`config.mk`:
```
export PLATFORM = sky130hd
export DESIGN_NAME = shot_score_keeper
export DESIGN_NICKNAME = d
export VERILOG_FILES = /design/src/rtl/shot_score_keeper.sv
export SDC_FILE = /design/constraint.sdc
export NUM_CORES = 1
export LEC_CHECK = 0
export ABC_CLOCK_PERIOD_IN_PS = 3600
export BUFFER_PORTS_ARGS = -buffer_cell sky130_fd_sc_hd__buf_4
export CORE_MARGIN = 5
export CORE_UTILIZATION = 45
export CTS_CLUSTER_SIZE = 20
export DETAILED_ROUTE_END_ITERATION = 8
export PLACE_DENSITY_LB_ADDON = 0.2
export SYNTH_ARGS = -nofsm -noshare
export SYNTH_HDL_FRONTEND = slang
export SYNTH_SLANG_ARGS = --single-unit
export TNS_END_PERCENT = 30
```
`constraint.sdc`:
```
create_clock -name clk -period 3.6 [get_ports clk]
set_input_delay 0.54 -clock clk [delete_from_list [all_inputs] [get_ports clk]]
set_output_delay 0.54 -clock clk [all_outputs]
set_load 0.005 [all_outputs]
```
`src/rtl/shot_score_keeper.sv`:
```
// Round controller for the shooting game: gates shots, tracks shots/hits/score,
// requests new targets and declares win or loss. Optional macro: STREAK_BONUS_EN.
module shot_score_keeper #(
  parameter int unsigned SHOTS_PER_ROUND = 8,
  parameter int unsigned WIN_HITS        = 5,
  parameter int unsigned SCORE_W         = 8,
  parameter int unsigned TIMEOUT_CYC     = 64
) (
  input  logic               clk,
  input  logic               reset,
  input  logic               ena,
  input  logic               start_new_game,
  input  logic               shoot_req,
  input  logic               result_valid,
  input  logic               hit,
  output logic               fire_ok,
  output logic               new_target,
  output logic [SCORE_W-1:0] score,
  output logic [3:0]         shots_left,
  output logic [3:0]         hits,
  output logic [1:0]         streak,
  output logic               game_active,
  output logic               game_over,
  output logic               game_won
);

  typedef enum logic [2:0] {S_IDLE, S_READY, S_IN_FLIGHT, S_RESOLVE, S_OVER} state_t;

  state_t             state_q, state_d;
  logic               start_q, start_d;
  logic [SCORE_W-1:0] score_q, score_d;
  logic [3:0]         shots_left_q, shots_left_d;
  logic [3:0]         hits_q, hits_d;
  logic [7:0]         timeout_cnt_q, timeout_cnt_d;
  logic               pending_hit_q, pending_hit_d;
  logic               new_target_q, new_target_d;
  logic               game_won_q, game_won_d;
`ifdef STREAK_BONUS_EN
  logic [1:0]         streak_q, streak_d;
`endif

  logic               start_edge, fire, timeout, win_reached;
  logic [3:0]         hits_upd;
  logic [2:0]         points;
  logic [SCORE_W+2:0] score_sum;

  assign start_d     = start_new_game;
  assign start_edge  = start_new_game & ~start_q;
  // A start edge pre-empts a coincident shot request.
  assign fire        = (state_q == S_READY) && shoot_req && (shots_left_q != 4'd0) && !start_edge;
  assign timeout     = timeout_cnt_q == 8'(TIMEOUT_CYC - 1);
  assign hits_upd    = hits_q + {3'd0, pending_hit_q};
  assign win_reached = hits_upd >= 4'(WIN_HITS);

`ifdef STREAK_BONUS_EN
  assign points = 3'd1 + {1'b0, streak_q};
`else
  assign points = 3'd1;
`endif
  assign score_sum = {3'b000, score_q} + {{SCORE_W{1'b0}}, points};

  // NOTE: flops use non-blocking assignments so every register samples pre-edge values.
  always_ff @(posedge clk) begin
    if (reset) begin
      state_q       <= S_IDLE;
      start_q       <= 1'b0;
      score_q       <= '0;
      shots_left_q  <= '0;
      hits_q        <= '0;
      timeout_cnt_q <= '0;
      pending_hit_q <= 1'b0;
      new_target_q  <= 1'b0;
      game_won_q    <= 1'b0;
`ifdef STREAK_BONUS_EN
      streak_q      <= '0;
`endif
    end else if (ena) begin
      state_q       <= state_d;
      start_q       <= start_d;
      score_q       <= score_d;
      shots_left_q  <= shots_left_d;
      hits_q        <= hits_d;
      timeout_cnt_q <= timeout_cnt_d;
      pending_hit_q <= pending_hit_d;
      new_target_q  <= new_target_d;
      game_won_q    <= game_won_d;
`ifdef STREAK_BONUS_EN
      streak_q      <= streak_d;
`endif
    end
  end

  always_comb begin
    state_d = state_q;
    case (state_q)
      S_IDLE, S_OVER: state_d = state_q;
      S_READY:        if (fire) state_d = S_IN_FLIGHT;
      S_IN_FLIGHT:    if (result_valid || timeout) state_d = S_RESOLVE;
      S_RESOLVE:      state_d = (win_reached || shots_left_q == 4'd0) ? S_OVER : S_READY;
      default:        state_d = S_IDLE;
    endcase
    if (start_edge) state_d = S_READY;
  end

  // NOTE: every signal written here gets a default first, so no latch is inferred.
  always_comb begin
    score_d       = score_q;
    shots_left_d  = shots_left_q;
    hits_d        = hits_q;
    timeout_cnt_d = timeout_cnt_q;
    pending_hit_d = pending_hit_q;
    new_target_d  = 1'b0;
    game_won_d    = game_won_q;
`ifdef STREAK_BONUS_EN
    streak_d      = streak_q;
`endif
    if (start_edge) begin
      shots_left_d  = 4'(SHOTS_PER_ROUND);
      score_d       = '0;
      hits_d        = '0;
      timeout_cnt_d = '0;
      pending_hit_d = 1'b0;
      game_won_d    = 1'b0;
`ifdef STREAK_BONUS_EN
      streak_d      = '0;
`endif
    end else begin
      case (state_q)
        S_READY: begin
          if (fire) begin
            shots_left_d  = shots_left_q - 4'd1;
            timeout_cnt_d = '0;
          end
        end
        S_IN_FLIGHT: begin
          timeout_cnt_d = timeout_cnt_q + 8'd1;
          if (result_valid)  pending_hit_d = hit;
          else if (timeout)  pending_hit_d = 1'b0;
        end
        S_RESOLVE: begin
          hits_d     = hits_upd;
          game_won_d = win_reached;
          if (pending_hit_q) begin
            score_d      = (score_sum > {3'b000, {SCORE_W{1'b1}}}) ? '1 : score_sum[SCORE_W-1:0];
            new_target_d = 1'b1;
`ifdef STREAK_BONUS_EN
            if (streak_q != 2'd3) streak_d = streak_q + 2'd1;
          end else begin
            streak_d = '0;
`endif
          end
        end
        default: ;
      endcase
    end
  end

  assign fire_ok     = ena & fire;
  assign new_target  = ena & new_target_q;
  assign score       = score_q;
  assign shots_left  = shots_left_q;
  assign hits        = hits_q;
  assign game_active = (state_q == S_READY) || (state_q == S_IN_FLIGHT);
  assign game_over   = state_q == S_OVER;
  assign game_won    = game_won_q;
`ifdef STREAK_BONUS_EN
  assign streak      = streak_q;
`else
  assign streak      = 2'b00;
`endif

endmodule

```
==> metrics.cfg, run 1 <==
[status]
outcome=finished, final reports clean

[power_and_ir_drop]
p_sw_mw=0.1822
clkPwrFrac_pct=43.0
ir_worst_vdd_mv=0.1801
powerDensity_nw_per_um2=329.3
p_int_mw=0.5425
combPwrFrac_pct=8.5
seq_power_share_pct=48.5
switching_share_pct=25.14
p_leak_nw=0.8437

[sta]
drv_slew=0
fin_crit_ns=2.291
fin_skew_ns=0.008135
rsz0062_at_grt=false
setup_viol=0
fin_hold_ws_ns=0.4549
final_hold_viol_count=0
max_slew.worst_pin.slew_ns=0.7025
max_freq_mhz=436.6
relSlewSlack_pct=52.43
period_share_pct=63.63
tns_ns=0

[worst_setup_path]
ff2ff_setup_slack_ns=1.61
slowest_delay_ns=0.40
r2r_start=shots_left[0]
path_max_fanout=4
crit_start=shots_left[0]
critical_path_class=register to output pin
path_delay_family=simple AND/OR/NAND/NOR gates
crit_path_end_kind=output pin
crit_chain=inv_1 > ha_1 > nor3b_1 > nor4_2 > buf_4
r2r_cells=6
cp.buffers_inverters=2
r2r-end=timeout_cnt_q[1]
critPathRequiredTime_ns=3.06
critPathSlowestCell=dfxtp_1
critPathLaunchType=register
arrival_ns=1.75

[clocking]
cts_num_sinks=31
cts_tree=built
cts_resized=0
holdBufCountCts=0
clock_path_buffers=2
cts-root-buf=clkbuf_8
clkSlewWorstSetupHoldPaths_ns=0.07
clock_latency_ns=0.30
cts_buffers=5
postCtsSetupBuffers=0
h-tree-depth=2

[placed_design]
dp.cells=296
portBuffers=27
place_hpwl_um=3226
gp_congestion=0.8554
place_area_um2=2101

[final_layout]
fin_cells=304
nets=267
post-route-cell-area_um2=2201
area_delta_synth_final_pct=16.41
layout-drive-gt1-share_pct=16.14
fill_cells=403
regArea_um2=620.6
num_antenna_cells=0
multi_input_area_um2=1189

[global_route]
antenna_found_initial=0
grt_pass1_wl_um=7576
grt_pass1_vias=1636
grt-ovfl-total=0
grt_max_degree=26
grt_usage_pct=17.81

[logic_synthesis]
ys_ff_latch=31
synthFlopType=dfxtp_1
syn-instance-count=230
syn-cell-area_um2=1891
syn_avg_cell_area_um2=8.220
yosysSeqAreaShare_pct=32.83
ys_async_sr_fraction_pct=0
synth_warnings=0
ys_types=54
synth_edf_count=0

[die]
fp-row-count=23
ioPinCount=30
initial_core_util_pct=46.93
die-area_um2=5597
fp.dieH_um=74.82
coreArea_um2=4029
die_w_um=74.82

[route]
drc=0
drtIter0Drc=58
viasPerCell=5.868
drtAntennaViolNets=0
dr.pass1.iters=4
wl_per_cell_um=14.92
routed_wl_um=4536
vias=1784

[worst_hold_path]
hold_depth=2
hold_path_end=game_won
hp-class=register to register
hp-start=game_won

[run]
maxCapViolations=0

## cell usage in the layout, fill, tap and decap left out, types with 3 or more instances in the layout
| cell | count |
|---|---|
| clkbuf_8 | 7 |
| o21ai_1 | 3 |
| nor3_1 | 7 |
| dfxtp_1 | 31 |
| o211ai_1 | 6 |
| inv_1 | 6 |
| mux2i_1 | 7 |
| a21oi_1 | 26 |
| nor2_1 | 16 |
| ha_1 | 7 |
| buf_4 | 27 |
| nand2b_1 | 4 |
| and2_1 | 5 |
| xnor2_1 | 3 |
| a32oi_1 | 3 |
| nand2_1 | 21 |
| nand4_1 | 3 |
| o21ai_0 | 12 |
| and4_1 | 3 |
| nand3_1 | 9 |
| and3_1 | 3 |
| a2111o_1 | 4 |
## flip-flops by register name, summed over array words and instances, names as in the netlist
signal and cells:
score 8, timeout_cnt_q 8, hits 4, shots_left 4
state_q 3, game_won 1, new_target_q 1, pending_hit_q 1
start_q 1
## layout make-up
class | count | area share, %
clock buffer | 8 | 4.548
inverter | 7 | 1.194
multi-input combinational | 181 | 54.01
sequential | 31 | 28.20
tap | 50 | 2.843
timing repair buffer | 27 | 9.210
## per-layer routing
metal / wire (µm) / GRT usage, %
met4: 110 / 8.498
met5: 0 / 0
met3: 226 / 5.474
met2: 2022 / 27.32
met1: 2177 / 22.82
## cell families (layout without fill, tap and decap cells)
kind of cell | Yosys count | after routing | share of synthesized area, %
buffers and inverters | 19 | 42 | 4.500
other | 1 | 2 | 0.1984
DFF | 31 | 31 | 32.83
muxes | 7 | 7 | 3.706
xor gates and xnor gates | 5 | 5 | 2.317
AOI/OAI and AO/OA | 68 | 68 | 23.56
and+or+nand+nor | 92 | 92 | 28.26
adders and majority gates | 7 | 7 | 4.632
## power by group through the flow
stage	combinational (mW)	sequential, mW	clock (mW)
floorplan	0.0448	0.356	0
global placement	0.0613	0.359	0
detailed placement	0.0614	0.359	0
CTS	0.0614	0.351	0.323
global route	0.0682	0.352	0.332
finish	0.0613	0.351	0.312
## cells in the mapped netlist, types with 4 or more instances
master,n,area share (%)
ha_1,7,4.6
mux2i_1,7,3.7
nor2_1,16,3.2
clkbuf_1,5,0.99
nor3_1,7,1.9
nand2b_1,4,1.3
a21oi_1,26,6.9
dfxtp_1,31,33
a2111o_1,4,2.4
o211ai_1,6,2.4
nand2_1,21,4.2
o21ai_0,12,3.2
inv_1,6,1.2
and2_1,5,1.7
buf_2,5,1.3
nand3_1,9,2.4
## worst reg2reg max path: stages, from the launching register on
cell and delay [ns]:
dfxtp_1 0.35, inv_1 0.09, ha_1 0.16, or3b_4 0.42
a311oi_2 0.65, nand2_1 0.11, mux2i_1 0.15
## worst max-delay path by stage
stage / end / slack [ns] / cells after the start
after floorplan: timeout_cnt_q[5] / 1.82 / 6
after global placement: score[1] / 1.42 / 5
after detailed placement: score[1] / 1.35 / 5
after CTS: fire_ok / 1.29 / 5
after global routing: fire_ok / 1.24 / 5
final: fire_ok / 1.31 / 5
## stage by stage
step | setup slack (ns) | power, mW | util [%]
5_1_grt | 1.236 | 0.7521 | 54.63
4_1_cts | 1.289 | 0.7360 | 54.63
3_5_place_dp | 1.351 | 0.4206 | 52.14
6_report | 1.309 | 0.7247 | 54.63
2_1_floorplan | 1.822 | 0.4012 | -
3_3_place_gp | 1.424 | 0.4203 | 52.14
No activity file was read; power rests on OpenSTA's default activity.
==> run 2: changes to the inputs <==
--- a/config.mk
+++ b/config.mk
@@ -5,7 +5,8 @@
 export SDC_FILE = /design/constraint.sdc
 export NUM_CORES = 1
 export LEC_CHECK = 0
-export ABC_CLOCK_PERIOD_IN_PS = 3600
+export ABC_AREA = 1
+export ABC_CLOCK_PERIOD_IN_PS = 2000
 export BUFFER_PORTS_ARGS = -buffer_cell sky130_fd_sc_hd__buf_4
 export CORE_MARGIN = 5
 export CORE_UTILIZATION = 45
==> constraint.sdc (replaced) <==
create_clock -name clk -period 2 [get_ports clk]
set_input_delay 0.3 -clock clk [delete_from_list [all_inputs] [get_ports clk]]
set_output_delay 0.3 -clock clk [all_outputs]
set_load 0.005 [all_outputs]
==> run 2 against run 1 <==
  * Die area shrank 2.7%
  * Register-to-register slack got worse by 1.4 ns
  * Count of clock-buffer cells in the layout shrank 2
  * Critical path type unchanged
  * Largest cell class unchanged
==> metrics.cfg, run 2 <==
[status]
outcome=finished, final reports clean

[worst_setup_path]
path_max_fanout=5
critPathLaunchType=register
slowest_delay_ns=0.38
critPathSlowestCell=dfxtp_1
arrival_ns=1.60
critPathRequiredTime_ns=1.70
crit_chain=inv_1 > ha_1 > nand2_1 > nand3_1 > nor2_1 > buf_4
critical_path_class=register to output pin
crit_path_end_kind=output pin

[final_layout]
post-route-cell-area_um2=2182
layout-drive-gt1-share_pct=16.83
nets=329
num_antenna_cells=0
area_delta_synth_final_pct=19.13
mostFrequentLayoutCell=nand2_1
fin_cells=365
layout_common_cells=89 x nand2_1, 35 x inv_1, 31 x dfxtp_1

[sta]
setup_viol=0
fin_ws_ns=0.09902
max_freq_mhz=526.0
period_share_pct=95.05
rsz0062_at_grt=true
fin_skew_ns=0.004975
final_hold_viol_count=0
relSlewSlack_pct=59.24
max_slew.worst_pin.slew_ns=0.6073
drv_slew=0
fin_crit_ns=1.901

[logic_synthesis]
synth.area.top_cells=dfxtp_1 34%, nand2_1 18%, inv_1 7.2%, a21oi_1 6.6%, nand3_1 5.7%
synth_common_cells=89 x nand2_1, 35 x inv_1, 31 x dfxtp_1
synth_top_area_cell=dfxtp_1
syn_avg_cell_area_um2=6.496
syn-cell-area_um2=1832
yosysMostFrequentCell=nand2_1
yosysSeqAreaShare_pct=33.88
synth_edf_count=0
synthFlopType=dfxtp_1
ys_ff_latch=31
syn-instance-count=282
yosysTopAreaCellShare_pct=33.88
ys_async_sr_fraction_pct=0
ys_types=29
synth_warnings=0

[placed_design]
dp.cells=358
pre_cts_ws_ns=0.2543
portBuffers=27
gp_congestion=0.8865
place_hpwl_um=3109
place_area_um2=2090

[power_and_ir_drop]
p_int_mw=0.9874
powerDensity_nw_per_um2=618.0
p_leak_nw=0.9595
p_sw_mw=0.3611
ir_worst_vdd_mv=0.4039
seq_power_share_pct=48.7
clkPwrFrac_pct=35.9
switching_share_pct=26.78
combPwrFrac_pct=15.4
power.total_mw=1.349

[run]
maxCapViolations=0

[clocking]
h-tree-depth=2
postCtsSetupBuffers=0
clock_latency_ns=0.27
holdBufCountCts=0
cts_buffers=5
clock_path_buffers=2
cts_tree=built
cts_num_sinks=31
clkSlewWorstSetupHoldPaths_ns=0.06
cts_resized=0
cts-root-buf=clkbuf_8

[global_route]
grt_pass1_wl_um=6989
grt_max_degree=21
grt_usage_pct=16.22
antenna_found_initial=0
grt_pass1_vias=1600
grt-ovfl-total=0

[die]
coreArea_um2=3971
ioPinCount=30
die-area_um2=5446
fp.dieH_um=73.80
initial_core_util_pct=46.12
fp-row-count=23
die_w_um=73.80

[route]
drc=0
routed.top_layer=met4
drtIter0Drc=82
dr_wl_met2_um=1750
viasPerCell=4.893
wl_per_cell_um=10.74
vias=1786
routed-wl-met3_um=182
routed_wl_um=3921
wl_met1_um=1935
dr.pass1.iters=4
drtAntennaViolNets=0

[worst_hold_path]
hp-class=primary input to register

run 2: final cells by class:
cell class                      instances  area, µm²
Fill cell                             419       1789
Multi-Input combinational cell        209       1042
Sequential cell                        31      620.6
Timing Repair Buffer                   30      225.2
Inverter                               38      143.9
Clock buffer                            6      82.58
Tap cell                               50      62.56
Clock inverter                          1      5.005
run 2: worst max-delay path: cells and delay by family (launching register included):
family        cells  cell delay, ns
simple gates      3            0.50
flops             1            0.38
buf+inv           2            0.25
fa+ha+maj         1            0.19
run 2: routing by layer:
layer	track usage, %	vias up
li1	-	952
met1	21.40	792
met2	24.70	37
met3	4.514	5
met4	6.841	0
met5	0	-
run 2: final timing paths:
kind	start	end	slack [ns]	cells past startpoint
worst max-delay path	shots_left[0]	fire_ok	0.1	6
worst min register to register	new_target_q	new_target_q	0.47	2
worst min-delay path	start_new_game	start_q	0.32	3
worst max register to register	timeout_cnt_q[0]	state_q[2]	0.26	12
run 2: power by group through the flow:
stage	Clock, mW	Combinational, mW	Sequential [mW]
floorplan	0	0.151	0.666
global route	0.525	0.240	0.658
finish	0.484	0.208	0.656
CTS	0.505	0.208	0.656
global placement	0	0.205	0.669
detailed placement	0	0.208	0.670
run 2: cell families after synthesis:
kind of cell / synth area share [%]
fa+ha+maj: 4.781
buf+inv: 9.699
compound gates: 10.72
simple gates: 38.32
other cells: 0.2047
xor+xnor: 2.391
flops: 33.88
run 2: through the flow:
stage	utilization, %	setup TNS, ns	hold WS [ns]
4_1_cts	54.82	0	0.3093
2_1_floorplan	-	0	0.4336
6_report	54.95	0	0.3244
3_3_place_gp	52.62	0	0.4531
5_1_grt	54.95	-0.08473	0.3405
3_5_place_dp	52.62	0	0.4580
==> run 3: changes to the inputs <==
--- a/config.mk
+++ b/config.mk
@@ -7,7 +7,7 @@
 export LEC_CHECK = 0
 export ABC_AREA = 1
 export ABC_CLOCK_PERIOD_IN_PS = 2000
-export BUFFER_PORTS_ARGS = -buffer_cell sky130_fd_sc_hd__buf_4
+export BUFFER_PORTS_ARGS = -buffer_cell sky130_fd_sc_hd__buf_2
 export CORE_MARGIN = 5
 export CORE_UTILIZATION = 45
 export CTS_CLUSTER_SIZE = 20
==> run 3 against run 2 <==
  * Combinational power decreased by 3%
  * Sequential cell count unchanged
  * Core utilization is 1.5 points lower
  * Critical path depth did not move
  * Critical path type unchanged
  * Largest power group unchanged
==> metrics.cfg, run 3 (synthesis results as in run 2) <==
[final_layout]
layout-drive-gt1-share_pct=17.30
area_delta_synth_final_pct=15.78
fin_util_pct=53.40
post-route-cell-area_um2=2121
mostFrequentLayoutCell=nand2_1
layout_common_cells=89 x nand2_1, 35 x inv_1, 31 x dfxtp_1
fin_cells=368
num_antenna_cells=0
nets=331

[global_route]
grt_pass1_wl_um=6782
grt_max_degree=21
grt_pass1_vias=1595
grt-ovfl-total=0
grt_usage_pct=15.94
antenna_found_initial=0

[sta]
fin_hold_ws_ns=0.3265
setup_viol=0
fin_ws_ns=0.1568
tns_ns=0
final_hold_viol_count=0
period_share_pct=92.16
drv_slew=0
rsz0062_at_grt=false
fin_skew_ns=0.003144
fin_crit_ns=1.843
max_freq_mhz=542.5

[worst_setup_path]
critPathRequiredTime_ns=1.70
r2r-end=timeout_cnt_q[5]
path_max_fanout=5
critPathLaunchType=register
arrival_ns=1.54
ff2ff_setup_slack_ns=0.30
crit_path_end_kind=output pin
r2r_start=shots_left[0]
r2r_cells=11
critical_path_class=register to output pin

[route]
viasPerCell=4.815
vias=1772
drtIter0Drc=88
wl_per_cell_um=10.71
dr.pass1.iters=6
drtAntennaViolNets=0
drc=0
routed_wl_um=3941

[placed_design]
gp_congestion=0.8965
portBuffers=27
place_hpwl_um=3043
pre_cts_ws_ns=0.3231
dp.cells=360
place_area_um2=2037

[die]
initial_core_util_pct=46.12
fp.dieH_um=73.80
die-area_um2=5446
fp-row-count=23
coreArea_um2=3971
ioPinCount=30
die_w_um=73.80

[power_and_ir_drop]
powerDensity_nw_per_um2=624.7
ir_worst_vdd_mv=0.3101
power.total_mw=1.325
p_leak_nw=0.9592

[worst_hold_path]
hold_path_end=start_q
hp-class=primary input to register
hp-start=start_new_game
hold_depth=3

[clocking]
holdBufCountCts=0
clock_latency_ns=0.28
cts-root-buf=clkbuf_8
clock_path_buffers=2
clkSlewWorstSetupHoldPaths_ns=0.06
h-tree-depth=2
cts_num_sinks=31
cts_buffers=5
cts_resized=0
cts_tree=built
postCtsSetupBuffers=0

[run]
maxCapViolations=0

[status]
outcome=finished, final reports clean

[run 3: final cells by class]
| cell class | instances | area [µm²] |
|---|---|---|
| repair buffers | 32 | 172.7 |
| flip-flops and latches | 31 | 620.6 |
| well taps | 50 | 62.56 |
| clock inverters | 1 | 5.005 |
| inverters | 38 | 143.9 |
| clock buffers | 7 | 76.32 |
| multi-input cells | 209 | 1040 |
| fillers | 410 | 1851 |
[run 3: critical path: stages (launching register included)]
cell and delay [ns]:
dfxtp_1 0.38, inv_1 0.08, ha_1 0.20, nand2_1 0.13, nand3_1 0.13, nor2_2 0.18
buf_2 0.14
[run 3: routing by layer]
metal  routed length, µm  vias up  share of wire, %  track usage [%]
li1                    -      959                 -                -
met1                1914      772                49            20.05
met2                1753       33                44            25.39
met3                 190        8               4.8            4.104
met4                  82        0               2.1            7.243
met5                   0        -                 0                0
[run 3: report_power, final]
group / total [mW] / switching (mW) / internal [mW] / leakage, nW
registers: 0.655 / 0.0183 / 0.637 / 0.251
clock network: 0.468 / 0.225 / 0.244 / 0.0422
logic: 0.202 / 0.127 / 0.0746 / 0.666
total: 1.32 / 0.370 / 0.955 / 0.959
[run 3: worst max path at each step]
stage,end,start,cells past startpoint,slack (ns)
2_1_floorplan,score[0],score[0],11,0.48
3_3_place_gp,timeout_cnt_q[5],shots_left[0],11,0.35
3_5_place_dp,score[1],score[0],11,0.32
4_1_cts,fire_ok,shots_left[0],6,0.06
5_1_grt,fire_ok,shots_left[0],6,0.03
6_report,fire_ok,shots_left[0],6,0.16
